==> config.mk <==
export PLATFORM = sky130hd
export DESIGN_NAME = hazard_ctrl
export DESIGN_NICKNAME = d
export VERILOG_FILES = /design/src/rtl/hazard_ctrl_pkg.sv /design/src/rtl/hazard_match.sv /design/src/rtl/hazard_ctrl.sv
export SDC_FILE = /design/constraint.sdc
export NUM_CORES = 1
export LEC_CHECK = 0
export CAP_MARGIN = 40
export CORE_UTILIZATION = 45
export CTS_BUF_LIST = sky130_fd_sc_hd__clkbuf_8
export DETAILED_ROUTE_END_ITERATION = 6
export MAX_ROUTING_LAYER = met4
export PLACE_DENSITY_LB_ADDON = 0.2
export SLEW_MARGIN = 20
export SYNTH_ARGS = -nofsm -noshare
export SYNTH_HDL_FRONTEND = slang
export SYNTH_SLANG_ARGS = --single-unit
==> constraint.sdc <==
create_clock -name clk -period 2.8 [get_ports clk]
set_clock_uncertainty 0.1 [all_clocks]
set_input_delay 0.56 -clock clk [delete_from_list [all_inputs] [get_ports clk]]
set_output_delay 0.56 -clock clk [all_outputs]
set_load 0.1 [all_outputs]
==> src/rtl/hazard_ctrl_pkg.sv <==
// Shared encodings for the hazard scheduler: decoder hazard optypes and
// ID-stage forwarding source selects.
package hazard_ctrl_pkg;

   typedef enum logic [1:0] {
      OPT_NONE  = 2'b00,
      OPT_ALU   = 2'b01,
      OPT_LOAD  = 2'b10,
      OPT_STORE = 2'b11
   } opt_e;

   typedef enum logic [1:0] {
      FWD_RF       = 2'b00,
      FWD_EX_ALU   = 2'b01,
      FWD_MEM_ALU  = 2'b10,
      FWD_MEM_LOAD = 2'b11
   } fwd_e;

endpackage

==> src/rtl/hazard_match.sv <==
// Compares one ID source register against one pipeline stage's producer;
// only ALU writers and loads can match, and x0 never does.
module hazard_match
   import hazard_ctrl_pkg::*;
#(
   parameter int unsigned REG_AW = 5
) (
   input  logic              use_i,
   input  logic [REG_AW-1:0] addr_i,
   input  logic [REG_AW-1:0] stage_rd_i,
   input  opt_e              stage_opt_i,
   output logic              alu_hit_o,
   output logic              load_hit_o
);

   logic addr_hit;

   always_comb begin
      addr_hit   = use_i && (addr_i != '0) && (addr_i == stage_rd_i);
      alu_hit_o  = addr_hit && (stage_opt_i == OPT_ALU);
      load_hit_o = addr_hit && (stage_opt_i == OPT_LOAD);
   end

endmodule

==> src/rtl/hazard_ctrl.sv <==
// Pipeline hazard scheduler: shadows EX/MEM producers and drives operand
// forwarding, store-data forwarding, load-use stalls and branch flushes.
module hazard_ctrl
   import hazard_ctrl_pkg::*;
#(
   parameter int unsigned REG_AW = 5,
   parameter int unsigned OPT_W  = 2
) (
   input  logic              clk,
   input  logic              rst,
   input  logic [REG_AW-1:0] rs1_addr_ID,
   input  logic [REG_AW-1:0] rs2_addr_ID,
   input  logic [REG_AW-1:0] rd_ID,
   input  logic              rs1use_ID,
   input  logic              rs2use_ID,
   input  logic [OPT_W-1:0]  hazard_optype_ID,
   input  logic              branch_taken_ID,
   output logic [1:0]        forward_ctrl_A,
   output logic [1:0]        forward_ctrl_B,
   output logic              forward_ctrl_ls,
   output logic              PC_EN_IF,
   output logic              reg_FD_EN,
   output logic              reg_FD_flush,
   output logic              reg_DE_flush
);

   opt_e              ex_opt_q,  ex_opt_d,  mem_opt_q;
   logic [REG_AW-1:0] ex_rd_q,   ex_rd_d,   mem_rd_q;
   logic              ex_ls_q,   ex_ls_d,   mem_ls_q;

   opt_e id_opt;
   logic ex_alu_a, ex_ld_a, mem_alu_a, mem_ld_a;
   logic ex_alu_b, ex_ld_b, mem_alu_b, mem_ld_b;
   logic stall, ls_req;
   fwd_e fwd_a, fwd_b;

   assign id_opt = opt_e'(hazard_optype_ID);

   hazard_match #(.REG_AW(REG_AW)) u_match_a_ex (
      .use_i(rs1use_ID), .addr_i(rs1_addr_ID), .stage_rd_i(ex_rd_q),
      .stage_opt_i(ex_opt_q), .alu_hit_o(ex_alu_a), .load_hit_o(ex_ld_a)
   );
   hazard_match #(.REG_AW(REG_AW)) u_match_a_mem (
      .use_i(rs1use_ID), .addr_i(rs1_addr_ID), .stage_rd_i(mem_rd_q),
      .stage_opt_i(mem_opt_q), .alu_hit_o(mem_alu_a), .load_hit_o(mem_ld_a)
   );
   hazard_match #(.REG_AW(REG_AW)) u_match_b_ex (
      .use_i(rs2use_ID), .addr_i(rs2_addr_ID), .stage_rd_i(ex_rd_q),
      .stage_opt_i(ex_opt_q), .alu_hit_o(ex_alu_b), .load_hit_o(ex_ld_b)
   );
   hazard_match #(.REG_AW(REG_AW)) u_match_b_mem (
      .use_i(rs2use_ID), .addr_i(rs2_addr_ID), .stage_rd_i(mem_rd_q),
      .stage_opt_i(mem_opt_q), .alu_hit_o(mem_alu_b), .load_hit_o(mem_ld_b)
   );

   always_comb begin
      fwd_a = FWD_RF;
      if (ex_alu_a)       fwd_a = FWD_EX_ALU;
      else if (mem_alu_a) fwd_a = FWD_MEM_ALU;
      else if (mem_ld_a)  fwd_a = FWD_MEM_LOAD;

      fwd_b = FWD_RF;
      if (ex_alu_b)       fwd_b = FWD_EX_ALU;
      else if (mem_alu_b) fwd_b = FWD_MEM_ALU;
      else if (mem_ld_b)  fwd_b = FWD_MEM_LOAD;

      // A store whose data comes from the EX load skips the stall; the loaded
      // value is picked up two stages later when the store sits in MEM.
      ls_req = (id_opt == OPT_STORE) && ex_ld_b && !ex_ld_a;
      if (ls_req) fwd_b = FWD_RF;

      stall = !rst && (ex_ld_a || (ex_ld_b && (id_opt != OPT_STORE)));

      if (stall) begin
         ex_opt_d = OPT_NONE;
         ex_rd_d  = '0;
         ex_ls_d  = 1'b0;
      end else begin
         ex_opt_d = id_opt;
         ex_rd_d  = rd_ID;
         ex_ls_d  = ls_req;
      end
   end

   always_ff @(posedge clk) begin
      if (rst) begin
         ex_opt_q  <= OPT_NONE;
         ex_rd_q   <= '0;
         ex_ls_q   <= 1'b0;
         mem_opt_q <= OPT_NONE;
         mem_rd_q  <= '0;
         mem_ls_q  <= 1'b0;
      end else begin
         mem_opt_q <= ex_opt_q;
         mem_rd_q  <= ex_rd_q;
         mem_ls_q  <= ex_ls_q;
         ex_opt_q  <= ex_opt_d;
         ex_rd_q   <= ex_rd_d;
         ex_ls_q   <= ex_ls_d;
      end
   end

   assign forward_ctrl_A  = rst ? FWD_RF : fwd_a;
   assign forward_ctrl_B  = rst ? FWD_RF : fwd_b;
   assign forward_ctrl_ls = !rst && mem_ls_q;
   assign PC_EN_IF        = !stall;
   assign reg_FD_EN       = !stall;
   assign reg_DE_flush    = stall;
   assign reg_FD_flush    = !rst && branch_taken_ID && !stall;

endmodule

==> flow_metrics.env <==
export IMPL_yosys_warnings=0
export IMPL_area_delta_synth_final_pct=86.3
export IMPL_maxSlewHeadroom_pct=79.7
export IMPL_clkLatencyLatePin_ns=0.24
export IMPL_ys_top_cells_by_count="dfxtp_1 (16), xnor2_1 (14), nor2b_1 (9)"
export IMPL_antenna_cells=0
export IMPL_finalCritPeriodShare_pct=103
export IMPL_powerDensity_nw_per_um2=335
export IMPL_busiest_layer="met2"
export IMPL_worstHoldPathType="register to register"
export IMPL_tns_ns=-0.314
export IMPL_grt_usage_pct=27.7
export IMPL_status="finished, violations left"
export IMPL_slew_viol_final=0
export IMPL_cp_start_kind="input pin"
export IMPL_yosys_area_top_type="dfxtp_1"
export IMPL_via_per_inst=5.84
export IMPL_dp_hpwl_um=1770
export IMPL_root_buffer="clkbuf_8"
export IMPL_total_power_uw=563
export IMPL_met3_usage_pct=4.23
export IMPL_synthArstFlopShare_pct=0
export IMPL_r2r_start="ex_rd_q[3]"
export IMPL_port_buffers=30
export IMPL_synth_ff_type="dfxtp_1"
export IMPL_peakVddDrop_mv=0.379
export IMPL_placed_area_um2=1490
export IMPL_fillerInstances=55
export IMPL_synth_seq_cells=16
export IMPL_finalHoldViolCount=0
export IMPL_worstMarginPinSlew_ns=0.304
export IMPL_postSynthCellCount=95
export IMPL_p_leak_uw=0.000673
export IMPL_maxCapViolCount=0
export IMPL_first_iter_violations=47
export IMPL_rows=15
export IMPL_regToRegEndpoint="ex_rd_q[3]"
export IMPL_ant_nets=0
export IMPL_drive_gt1_share_pct=50.3
export IMPL_yosysTopAreaCellShare_pct=35.6
export IMPL_syn_nets=117
export IMPL_syn_area_per_cell_um2=9.48
export IMPL_ys_types=27
export IMPL_crit_fanout=2
export IMPL_clock_path_buffers=2
export IMPL_cts_htree_levels=1
export IMPL_final_setup_worst_slack_ns=-0.0956
export IMPL_antenna_found_initial=0
export IMPL_synth_edff_count=0
export IMPL_die_w_um=46.7
export IMPL_netlist_area_um2=901
export IMPL_worstPathRequired_ns=2.14
export IMPL_first_pass_iters=4
export IMPL_arrival_ns=2.24
export IMPL_die_area_um2=2180
export IMPL_finalCriticalPeriod_ns=2.90
export IMPL_final_area_um2=1680
export IMPL_dp_worst_setup_slack_ns=-0.416
export IMPL_grt_pass1_vias=910
export IMPL_min_to="mem_ls_q"
export IMPL_hold_buffers=0
export IMPL_worst_setup_path_end_kind="output port"
export IMPL_met2_usage_pct=48.9
export IMPL_max_freq_mhz=345
export IMPL_initial_core_util_pct=50.0
export IMPL_r2r_cells=9
export IMPL_ys_top_cells_by_area="dfxtp_1 (36%), xnor2_1 (14%), nor3b_2 (11%)"
export IMPL_grt_pass1_wl_um=4020
export IMPL_drc=0
export IMPL_whs_path_depth=1
export IMPL_nNetsFinal=173
export IMPL_rsz0062_at_grt="yes"
export IMPL_grt_ovfl_total=0
export IMPL_cts_sinks=16
export IMPL_failed_checks="negative setup slack"
export IMPL_cts_tree="done"
export IMPL_register_area_um2=320
export IMPL_grt_use_met1_pct=31.8
export IMPL_seq_area_frac_synth_pct=35.6
export IMPL_rrSetupSlack_ns=0.78
export IMPL_numCtsBuffers=3
export IMPL_finalSetupViolCount=5
export IMPL_core_area_um2=1800
export IMPL_drt_wl_total_um=3670
export IMPL_wire_per_inst_um=21.1
export IMPL_gp_congestion=0.769
export IMPL_path_class="input pin to output port"
export IMPL_yosysMostFrequentCell="dfxtp_1"
export IMPL_io_pins=31
export IMPL_clkTransAtPathRegs_ns=0.06
export IMPL_hold_start="ex_ls_q"
export IMPL_grt_max_degree=20
export IMPL_die_y_um=46.7
export IMPL_multi_input_area_um2=697
export IMPL_final_util_pct=93.1
export IMPL_vias=1017
[sequential cells by signal, indices dropped and copies added (netlist names)]
register and count:
ex_rd_q 5, mem_rd_q 5, ex_opt_q 2, mem_opt_q 2, ex_ls_q 1, mem_ls_q 1
[report_power, final]
| part | total [µW] | internal (µW) | switching (µW) |
|---|---|---|---|
| registers | 250 | 238 | 12.2 |
| clock network | 165 | 95.1 | 69.8 |
| logic | 148 | 75.6 | 72.4 |
| total | 563 | 408 | 154 |
[layout by cell type (no fill, tap or decap), drive strengths merged, types with 2 or more instances in the layout]
master         instances
a21oi                  2
and3b                  2
buf                   43
clkbuf                 4
clkdlybuf4s50         10
dfxtp                 16
inv                    3
nand2                  6
nand4                  3
nor2                   5
nor2b                  9
nor3                   5
nor3b                  8
or4                    2
xnor2                 14
xor2                   7
[cell families after synthesis]
| family | Yosys count | share of synthesized area [%] |
|---|---|---|
| simple gates | 44 | 34.3 |
| flops | 16 | 35.6 |
| compound gates | 7 | 5.56 |
| buf+inv | 7 | 4.17 |
| xor+xnor | 21 | 20.4 |
[routing by layer]
layer | share of wire, % | up-vias
li1 | - | 435
met3 | 6.0 | 18
met5 | 0 | -
met2 | 48 | 74
met1 | 42 | 490
met4 | 3.7 | 0
[worst max-delay path by stage]
stage                         startpoint  slack (ns)                end  depth (start not counted)
after floorplan           rs2_addr_ID[4]       -0.46  forward_ctrl_B[0]                          5
after global placement    rs1_addr_ID[0]       -0.34           PC_EN_IF                          7
after detailed placement  rs1_addr_ID[0]       -0.42       reg_FD_flush                          7
after CTS                 rs1_addr_ID[3]       -0.09       reg_FD_flush                          8
after global routing      rs1_addr_ID[3]       -0.12       reg_FD_flush                          8
final                     rs1_addr_ID[3]        -0.1       reg_FD_flush                          8
[critical path: stages]
cell and delay, ns:
buf_6 0.09, or4_4 0.55, nor2_4 0.14, nor4_4 0.07, a32o_2 0.27, buf_6 0.12
nor3b_4 0.22, buf_12 0.21
[what timing repair did]
item,4_1_cts,5_1_grt
endpoints found under the setup margin,8,7
buffers inserted,6,3
gates resized for setup,48,17
pin swaps,11,10
[through the flow]
stage                     std cells  hold WS [ns]
after floorplan                  95         0.314
after global placement          163         0.318
after detailed placement        163         0.335
after CTS                       172         0.352
after global routing            174         0.384
final                           174         0.382
[layout make-up]
class | instances | area share [%]
Clock buffer | 3 | 2.46
Tap cell | 25 | 1.86
Multi-Input combinational cell | 72 | 41.5
Sequential cell | 16 | 19.1
Inverter | 3 | 0.671
Timing Repair Buffer | 55 | 34.4
Power figures use the tool's default switching activity.
